`src/rtl/shift_reg_pkg.sv`:
```
// Shared mode/direction encodings for the multi-mode shift register.
package shift_reg_pkg;

    localparam logic [1:0] MODE_HOLD   = 2'b00;
    localparam logic [1:0] MODE_SHIFT  = 2'b01;
    localparam logic [1:0] MODE_ROTATE = 2'b10;

    localparam logic DIR_LEFT  = 1'b0;
    localparam logic DIR_RIGHT = 1'b1;

endpackage

```
`src/rtl/shift_reg_multi_if.sv`:
```
// Load/shift control and register outputs of shift_reg_multi.
// SHIFT_REG_MULTI_EXT_TICK_EN adds the external tick input i_tick.
interface shift_reg_multi_if #(
    parameter int unsigned WIDTH = 16
) ();

    localparam int unsigned CNT_W = $clog2(WIDTH);

    logic [WIDTH-1:0] i_wr_data;
    logic             i_wr_data_en;
    logic             i_wr_bit;
    logic [1:0]       i_mode;
    logic             i_dir;
`ifdef SHIFT_REG_MULTI_EXT_TICK_EN
    logic             i_tick;
`endif
    logic             o_out;
    logic [WIDTH-1:0] o_whole_reg;
    logic [CNT_W-1:0] o_shift_cnt;
    logic             o_wrap;

    modport master (
        output i_wr_data, i_wr_data_en, i_wr_bit, i_mode, i_dir,
`ifdef SHIFT_REG_MULTI_EXT_TICK_EN
        output i_tick,
`endif
        input  o_out, o_whole_reg, o_shift_cnt, o_wrap
    );

    modport slave (
        input  i_wr_data, i_wr_data_en, i_wr_bit, i_mode, i_dir,
`ifdef SHIFT_REG_MULTI_EXT_TICK_EN
        input  i_tick,
`endif
        output o_out, o_whole_reg, o_shift_cnt, o_wrap
    );

endinterface

```
`src/rtl/rate_tick.sv`:
```
// Free-running divider producing a one-cycle tick every DIV = F_CLK/F_SHIFT clocks.
// i_clr restarts the period so the next tick lands DIV clocks after the clear.
module rate_tick #(
    parameter int unsigned F_CLK   = 50_000_000,
    parameter int unsigned F_SHIFT = 2
) (
    input  logic clk,
    input  logic rst_n,
    input  logic i_clr,
    output logic o_tick
);

    localparam int unsigned DIV_RAW = (F_SHIFT == 0) ? 1 : F_CLK / F_SHIFT;
    localparam int unsigned DIV     = (DIV_RAW < 1) ? 1 : DIV_RAW;
    localparam int unsigned CNT_W   = (DIV > 1) ? $clog2(DIV) : 1;
    localparam logic [CNT_W-1:0] LAST = CNT_W'(DIV - 1);

    logic [CNT_W-1:0] div_q, div_d;

    assign o_tick = (div_q == LAST);

    // Next divider count: wrap on tick, restart on clear.
    always_comb begin
        div_d = div_q + CNT_W'(1);
        if (i_clr || o_tick) begin
            div_d = '0;
        end
    end

    // Divider state.
    always_ff @(posedge clk or negedge rst_n) begin
        if (!rst_n) begin
            div_q <= '0;
        end else begin
            div_q <= div_d;
        end
    end

endmodule

```
`src/rtl/shift_reg_multi.sv`:
```
// Parametrised shift/rotate register with shift counter and wrap pulse.
// SHIFT_REG_MULTI_EXT_TICK_EN: shift timing comes from bus.i_tick instead of
// the internal rate_tick divider.
module shift_reg_multi
    import shift_reg_pkg::*;
#(
    parameter int unsigned WIDTH   = 16,
    parameter int unsigned F_CLK   = 50_000_000,
    parameter int unsigned F_SHIFT = 2
) (
    input logic              clk,
    input logic              rst_n,
    shift_reg_multi_if.slave bus
);

    localparam int unsigned CNT_W = $clog2(WIDTH);
    localparam logic [CNT_W-1:0] CNT_MAX = CNT_W'(WIDTH - 1);

    logic [WIDTH-1:0] shreg_q, shreg_d;
    logic [CNT_W-1:0] cnt_q, cnt_d;
    logic             wrap_q, wrap_d;
    logic             tick;
    logic             stepped;

`ifdef SHIFT_REG_MULTI_EXT_TICK_EN
    assign tick = bus.i_tick;
`else
    rate_tick #(
        .F_CLK   (F_CLK),
        .F_SHIFT (F_SHIFT)
    ) u_rate_tick (
        .clk    (clk),
        .rst_n  (rst_n),
        .i_clr  (bus.i_wr_data_en),
        .o_tick (tick)
    );
`endif

    // Next register/count: load beats tick; mode and dir only matter on a tick.
    always_comb begin
        shreg_d = shreg_q;
        cnt_d   = cnt_q;
        wrap_d  = 1'b0;
        stepped = 1'b0;
        if (bus.i_wr_data_en) begin
            shreg_d = bus.i_wr_data;
            cnt_d   = '0;
        end else if (tick) begin
            case (bus.i_mode)
                MODE_SHIFT: begin
                    stepped = 1'b1;
                    if (bus.i_dir == DIR_RIGHT) begin
                        shreg_d = {bus.i_wr_bit, shreg_q[WIDTH-1:1]};
                    end else begin
                        shreg_d = {shreg_q[WIDTH-2:0], bus.i_wr_bit};
                    end
                end
                MODE_ROTATE: begin
                    stepped = 1'b1;
                    if (bus.i_dir == DIR_RIGHT) begin
                        shreg_d = {shreg_q[0], shreg_q[WIDTH-1:1]};
                    end else begin
                        shreg_d = {shreg_q[WIDTH-2:0], shreg_q[WIDTH-1]};
                    end
                end
                default: ;  // HOLD and reserved encoding
            endcase
            if (stepped) begin
                if (cnt_q == CNT_MAX) begin
                    cnt_d  = '0;
                    wrap_d = 1'b1;
                end else begin
                    cnt_d = cnt_q + CNT_W'(1);
                end
            end
        end
    end

    // Register, count and wrap-pulse state.
    always_ff @(posedge clk or negedge rst_n) begin
        if (!rst_n) begin
            shreg_q <= '0;
            cnt_q   <= '0;
            wrap_q  <= 1'b0;
        end else begin
            shreg_q <= shreg_d;
            cnt_q   <= cnt_d;
            wrap_q  <= wrap_d;
        end
    end

    assign bus.o_out       = (bus.i_dir == DIR_RIGHT) ? shreg_q[0] : shreg_q[WIDTH-1];
    assign bus.o_whole_reg = shreg_q;
    assign bus.o_shift_cnt = cnt_q;
    assign bus.o_wrap      = wrap_q;

endmodule
```
`src/flat_wrapper.sv`:
```
// flat-port wrapper written by rule: the top's interface ports become plain ports
module shift_reg_multi_flat import shift_reg_pkg::*;
#(
    parameter int unsigned WIDTH   = 16,
    parameter int unsigned F_CLK   = 50_000_000,
    parameter int unsigned F_SHIFT = 2
)
  (clk, rst_n, bus_i_wr_data, bus_i_wr_data_en, bus_i_wr_bit, bus_i_mode, bus_i_dir, bus_o_out, bus_o_whole_reg, bus_o_shift_cnt, bus_o_wrap);
  shift_reg_multi_if #(.WIDTH(WIDTH)) bus_i ();
  input logic clk;
  input logic rst_n;
  input wire logic [$bits(bus_i.i_wr_data)-1:0] bus_i_wr_data;
  input wire logic [$bits(bus_i.i_wr_data_en)-1:0] bus_i_wr_data_en;
  input wire logic [$bits(bus_i.i_wr_bit)-1:0] bus_i_wr_bit;
  input wire logic [$bits(bus_i.i_mode)-1:0] bus_i_mode;
  input wire logic [$bits(bus_i.i_dir)-1:0] bus_i_dir;
  output wire logic [$bits(bus_i.o_out)-1:0] bus_o_out;
  output wire logic [$bits(bus_i.o_whole_reg)-1:0] bus_o_whole_reg;
  output wire logic [$bits(bus_i.o_shift_cnt)-1:0] bus_o_shift_cnt;
  output wire logic [$bits(bus_i.o_wrap)-1:0] bus_o_wrap;
  assign bus_i.i_wr_data = bus_i_wr_data;
  assign bus_i.i_wr_data_en = bus_i_wr_data_en;
  assign bus_i.i_wr_bit = bus_i_wr_bit;
  assign bus_i.i_mode = bus_i_mode;
  assign bus_i.i_dir = bus_i_dir;
  assign bus_o_out = bus_i.o_out;
  assign bus_o_whole_reg = bus_i.o_whole_reg;
  assign bus_o_shift_cnt = bus_i.o_shift_cnt;
  assign bus_o_wrap = bus_i.o_wrap;
  shift_reg_multi #(.WIDTH(WIDTH), .F_CLK(F_CLK), .F_SHIFT(F_SHIFT)) u_core (.clk(clk), .rst_n(rst_n), .bus(bus_i));
endmodule
```
`config.mk`:
```
export PLATFORM = sky130hd
export DESIGN_NAME = shift_reg_multi_flat
export DESIGN_NICKNAME = d
export VERILOG_FILES = /design/src/rtl/shift_reg_pkg.sv /design/src/rtl/shift_reg_multi_if.sv /design/src/rtl/rate_tick.sv /design/src/rtl/shift_reg_multi.sv /design/src/flat_wrapper.sv
export SDC_FILE = /design/constraint.sdc
export NUM_CORES = 1
export LEC_CHECK = 0
export CAP_MARGIN = 20
export CELL_PAD_IN_SITES_DETAIL_PLACEMENT = 0
export CELL_PAD_IN_SITES_GLOBAL_PLACEMENT = 1
export CORE_MARGIN = 1
export CORE_UTILIZATION = 37
export CTS_CLUSTER_SIZE = 24
export DETAILED_ROUTE_END_ITERATION = 8
export HOLD_SLACK_MARGIN = 0.02
export PLACE_DENSITY = 0.79
export SYNTH_ARGS = -nofsm -noshare
export SYNTH_HDL_FRONTEND = slang
export SYNTH_SLANG_ARGS = --single-unit
export TNS_END_PERCENT = 10
```
`constraint.sdc`:
```
create_clock -name clk -period 1.8 [get_ports clk]
set_input_delay 0.36 -clock clk [delete_from_list [all_inputs] [get_ports clk]]
set_output_delay 0.36 -clock clk [all_outputs]
set_load 0.01 [all_outputs]
```
# Word-level counts from Yosys, hierarchy flattened

Cells that the tools add are included.

Reductions and logical operators: 7
Mux-type cells: 18
Eq/ne operators: 4
$add $sub $neg: 2

Operators with widths:

| operator                                                               | number |
|---|---|
| 16-bit two-way mux                                                     | 4 |
| 16-bit case mux with 2 select lines                                    | 1 |
| 25-bit by 1-bit adder with 25-bit output (second input constant)       | 1 |
| 25-bit equality test (second input constant)                           | 1 |
| 25-bit two-way mux                                                     | 1 |
| 4-bit two-way mux                                                      | 4 |
| 1-bit two-way mux                                                      | 8 |
| 4-bit by 1-bit adder with 4-bit output (second input constant)         | 1 |
| 4-bit equality test (second input constant)                            | 1 |
| 2-bit AND reduction                                                    | 2 |
| 2-bit nonzero test                                                     | 2 |
| 3-bit nonzero test                                                     | 1 |
| 2-bit by 1-bit equality test with 1-bit output (second input constant) | 1 |
| 2-bit equality test (second input constant)                            | 1 |
| 2-bit OR reduction                                                     | 1 |
| 1-bit logical OR                                                       | 1 |

Word-level logic and storage cells: 35
Flip-flop bits (word level): 46

# Depth between registers and ports, before layout

Depth after elaboration: 8
Mapped depth: 8
Mapped depth without buffers: 6

# Hierarchy

A second synthesis with hierarchy kept.

Cells, all modules: 250
Area total of the unflattened synthesis: 2537.4 µm²

By module, submodules not included:

| module          | sequential area each (µm²) | cells each | area an instance (µm²) | instances |
|---|---|---|---|---|
| rate_tick       | 625.6                      | 141        | 1327.5                 | 1 |
| shift_reg_multi | 525.5                      | 109        | 1209.9                 | 1 |

# Worst setup path before layout

OpenSTA, ideal clock, no wires.

Path type: register to register
From: register u_core.u_rate_tick.div_q[0]
To: register u_core.shreg_q[4] (netlist: u_core.bus.o_whole_reg[4])
Cell stages (with the launch flop): 9
Arrival: 1.743 ns
Setup time: 0.104 ns
Path slack: -0.047 ns
Cells stage by stage: dfrtp_1 ha_1 and4_1 buf_4 nand4_4 or2_1 buf_2 buf_6 o311ai_1

Word-level cells in the longest chain between the ends: 3

Ends and longest elaborated chain:

| item                                 | RTL line              | text |
|---|---|---|
| from (decl)                          | rate_tick.sv:18       | `logic [CNT_W-1:0] div_q, div_d;` |
| from (signal assigned)               | rate_tick.sv:35       | `div_q <= div_d;` |
| 25-bit equality test                 | rate_tick.sv:20       | `assign o_tick = (div_q == LAST);` |
| 2-bit nonzero test (no source line)  | --                    |  |
| 2-bit AND reduction (no source line) | --                    |  |
| to (signal assigned)                 | shift_reg_multi.sv:86 | `shreg_q <= shreg_d;` |
| to (decl)                            | shift_reg_multi.sv:19 | `logic [WIDTH-1:0] shreg_q, shreg_d;` |

Every way passes these cells.
A chain may end at the register's enable or synchronous reset.

# Final worst setup path

From: register u_core.u_rate_tick.div_q[8]
To: register u_core.cnt_q[2] (netlist: u_core.bus.o_shift_cnt[2])

Word-level cells in the longest chain between the ends: 3

Ends and longest elaborated chain:

| item                                 | RTL line              | text |
|---|---|---|
| 25-bit equality test                 | rate_tick.sv:20       |  |
| 2-bit nonzero test (no source line)  | --                    |  |
| 2-bit AND reduction (no source line) | --                    |  |
| to (signal assigned)                 | shift_reg_multi.sv:87 | `cnt_q <= cnt_d;` |
| to (decl)                            | shift_reg_multi.sv:20 | `logic [CNT_W-1:0] cnt_q, cnt_d;` |

Every way passes these cells.

==> impl_metrics.json <==
{
  "initialDrtViolationCount": 105,
  "firstDrtPassIters": 4,
  "core_sq_mm": 0.00687,
  "slowest_delay_ns": 0.40,
  "fin_hold_ws_ns": 0.0248,
  "dp_slack_ns": -0.439,
  "yosys_register_bits": 46,
  "worstMarginPinSlew_ns": 0.351,
  "hold_class": "primary input to asynchronous set/reset pin",
  "ys_seq_area_frac": 0.431,
  "clk_pin_slew_worst_paths_ns": 0.08,
  "vias_per_cell": 5.42,
  "synth_top_area_share": 0.431,
  "dieArea_sq_mm": 0.00757,
  "timing_hold_violations_final": 0,
  "synth_warnings": 0,
  "peakVddDrop_v": 0.000281,
  "multiInputGateArea_sq_mm": 0.00150,
  "utilization": 0.545,
  "track_usage": 0.191,
  "wl_met2_um": 3230,
  "overflow": 0,
  "grt_setup_unrepaired": "true",
  "vias": 2432,
  "rows": 30,
  "muxShareOfSynthArea": 0.0796,
  "cts.sinks": 46,
  "start_kind": "flop",
  "netlist_instances": 274,
  "finalClockSkew_ns": 0.00238,
  "syn_to_final_growth_pct": 40.1,
  "ys_async_sr_fraction": 1.00,
  "fin_nets": 380,
  "numCtsBuffers": 5,
  "place_congestion": 0.823,
  "post-route-min-period_ns": 1.80,
  "run_status": "finished with violations",
  "dpl-instance-area_sq_mm": 0.00353,
  "clk_path_buf_depth": 2,
  "violations": "setup timing",
  "netlist_area_sq_mm": 0.00267,
  "worst_path_most_repeated_cell": "buf_4",
  "largest_reg_flops": 25,
  "initial_core_util": 0.389,
  "critPathTopFamily": "simple AND/OR/NAND/NOR gates",
  "nFillCells": 613,
  "hpwl_um": 4740,
  "antenna_found_initial": 0,
  "syn_avg_cell_area_sq_um": 9.75,
  "ios": 45,
  "cp.depth": 6,
  "rr_worst_depth": 6,
  "crit_buf_inv": 2,
  "ys_dominant_reg_cell": "dfrtp_1",
  "cp_max_fo": 4,
  "cp-end-kind": "flop",
  "cts_tree": "done",
  "wl_met1_um": 3320,
  "synth_top_area_cell": "dfrtp_1",
  "wirelength_um": 6810,
  "die_h_um": 87.0,
  "synth_top_family_by_area": "simple AND/OR/NAND/NOR gates",
  "yosys.area_share.xor_xnor": 0.0393,
  "p_per_area_mw_per_mm2": 555,
  "first_global_vias": 2367,
  "grt_max_degree": 47,
  "synth-compound-area-share": 0.167,
  "die_w_um": 87.0,
  "htreeDepth": 2,
  "drive_gt1_frac": 0.229,
  "synthAdderAreaFrac": 0.0187,
  "design_area_sq_mm": 0.00374,
  "drcViolationCount": 0,
  "met3_length_um": 180,
  "cp.required_ns": 1.99,
  "crit_type": "flop to flop",
  "grt_pass1_wl_um": 11300,
  "synth_area_leaders": "dfrtp_1 43%, mux2i_1 7.1%, o211ai_1 4.8%, nand2_1 4.2%, xor2_1 2.6%",
  "min_period_over_period": 1.00,
  "highest_layer": "met4",
  "ant_nets": 0,
  "arrival_ns": 1.99,
  "insertion_delay_ns": 0.30,
  "ff_latch_area_sq_mm": 0.00115,
  "drv_cap": 0,
  "finalSetupViolCount": 1,
  "synth_edf_count": 0,
  "slew_headroom": 0.764,
  "p_leak_uw": 0.00158,
  "synth_cell_types": 46,
  "antenna_cells": 0,
  "clock-root-buffer": "clkbuf_8",
  "io_buffer_count": 44,
  "worstPathCellList": "nor4b_2 -> nand4b_1 -> buf_4 -> buf_4 -> nor4b_4 -> mux2_4",
  "crit_path_top_delay_cell": "dfrtp_1",
  "setup_slack_ns": -0.00255,
  "final_max_slew_viol_count": 0,
  "cts_hold_buf": 0,
  "wl_per_cell_um": 15.2,
  "synthSimpleGateAreaFrac": 0.214,
  "max_freq_mhz": 555,
  "syn_nets": 301
}
## final timing paths
check                                                   from                           end  slack, ns
worst max-delay path             u_core.u_rate_tick.div_q[8]     u_core.bus.o_shift_cnt[2]     -0.003
worst min-delay path                                   rst_n   u_core.u_rate_tick.div_q[9]       0.02
max in group asynchronous                              rst_n   u_core.u_rate_tick.div_q[3]       1.55
min in group clk                u_core.u_rate_tick.div_q[24]  u_core.u_rate_tick.div_q[24]       0.55
worst max register to register   u_core.u_rate_tick.div_q[8]     u_core.bus.o_shift_cnt[2]     -0.003
worst min register to register  u_core.u_rate_tick.div_q[24]  u_core.u_rate_tick.div_q[24]       0.55
## stage by stage
step	TNS, ns	cells	power, uW
floorplan	-0.0384	274	1270
global placement	-7.81	440	1480
detailed placement	-9.58	440	1480
CTS	-0.0604	448	2090
global route	-0.899	449	2180
finish	-0.00255	449	2080
## worst register-to-register path, stage by stage (launching register included)
cell and delay [ns]:
dfrtp_1 0.40, nor4b_2 0.30, nand4b_1 0.13, buf_4 0.17, buf_4 0.14, nor4b_4 0.23
mux2_4 0.32
## cell type report
cell class / count / share of cell area
timing repair buffer: 93 / 0.233
sequential: 46 / 0.307
multi-input combinational: 199 / 0.399
inverter: 8 / 0.00802
clock buffer: 7 / 0.0204
tap: 96 / 0.0321
## kinds of logic after synthesis
logic type                 after synthesis
AOI/OAI and AO/OA                       60
buffers and inverters                   29
and+or+nand+nor                        102
adders and majority gates                4
DFF                                     46
xor gates and xnor gates                12
muxes                                   21
## per-layer routing
layer  global-route usage  up-vias
met1                0.273     1207
li1                     -     1188
met5                    0        -
met4               0.0576        0
met2                0.300       31
met3               0.0256        6
## cell usage after synthesis, types with 2 or more instances
cell	n
xor2_1	8
and4_1	4
and2_1	3
nand3_1	6
a21oi_1	12
nor4_1	3
nor2_1	17
a311o_1	2
or4_1	6
o311ai_0	5
o311ai_2	2
mux2i_1	19
buf_2	7
o211ai_1	17
or3_1	5
and3_1	3
xnor2_1	4
nand4_1	10
ha_1	4
nand2_1	30
buf_4	3
o311ai_1	7
inv_1	8
o31ai_1	5
nor3_1	2
dfrtp_1	46
nor4b_1	3
clkbuf_1	9
o21ai_0	6
mux2_2	2
## layout by cell type, fill, tap and decap left out, drive strengths merged, types with 8 or more instances in the layout
| cell type | Yosys | final |
|---|---|---|
| buf | 12 | 50 |
| o311ai | 14 | 14 |
| dfrtp | 46 | 46 |
| nand4 | 12 | 12 |
| nor2 | 17 | 17 |
| xor2 | 8 | 8 |
| mux2i | 19 | 19 |
| clkdlybuf4s50 | 0 | 39 |
| a21oi | 12 | 12 |
| inv | 8 | 8 |
| o211ai | 17 | 17 |
| nand2 | 30 | 30 |
## power by group
part / switching [uW] / leakage [uW] / total, uW / internal, uW
Sequential: 44.5 / 0.000612 / 1110 / 1070
Combinational: 157 / 0.000930 / 356 / 200
Clock: 339 / 0.0000383 / 607 / 268
Total: 540 / 0.00158 / 2080 / 1540
## repair_timing
item / CTS / global route
buffers inserted: 1 / 1
pin swaps: 14 / 15
resized for setup: 14 / 19
setup endpoints to repair: 45 / 41
Power figures use the tool's default switching activity.
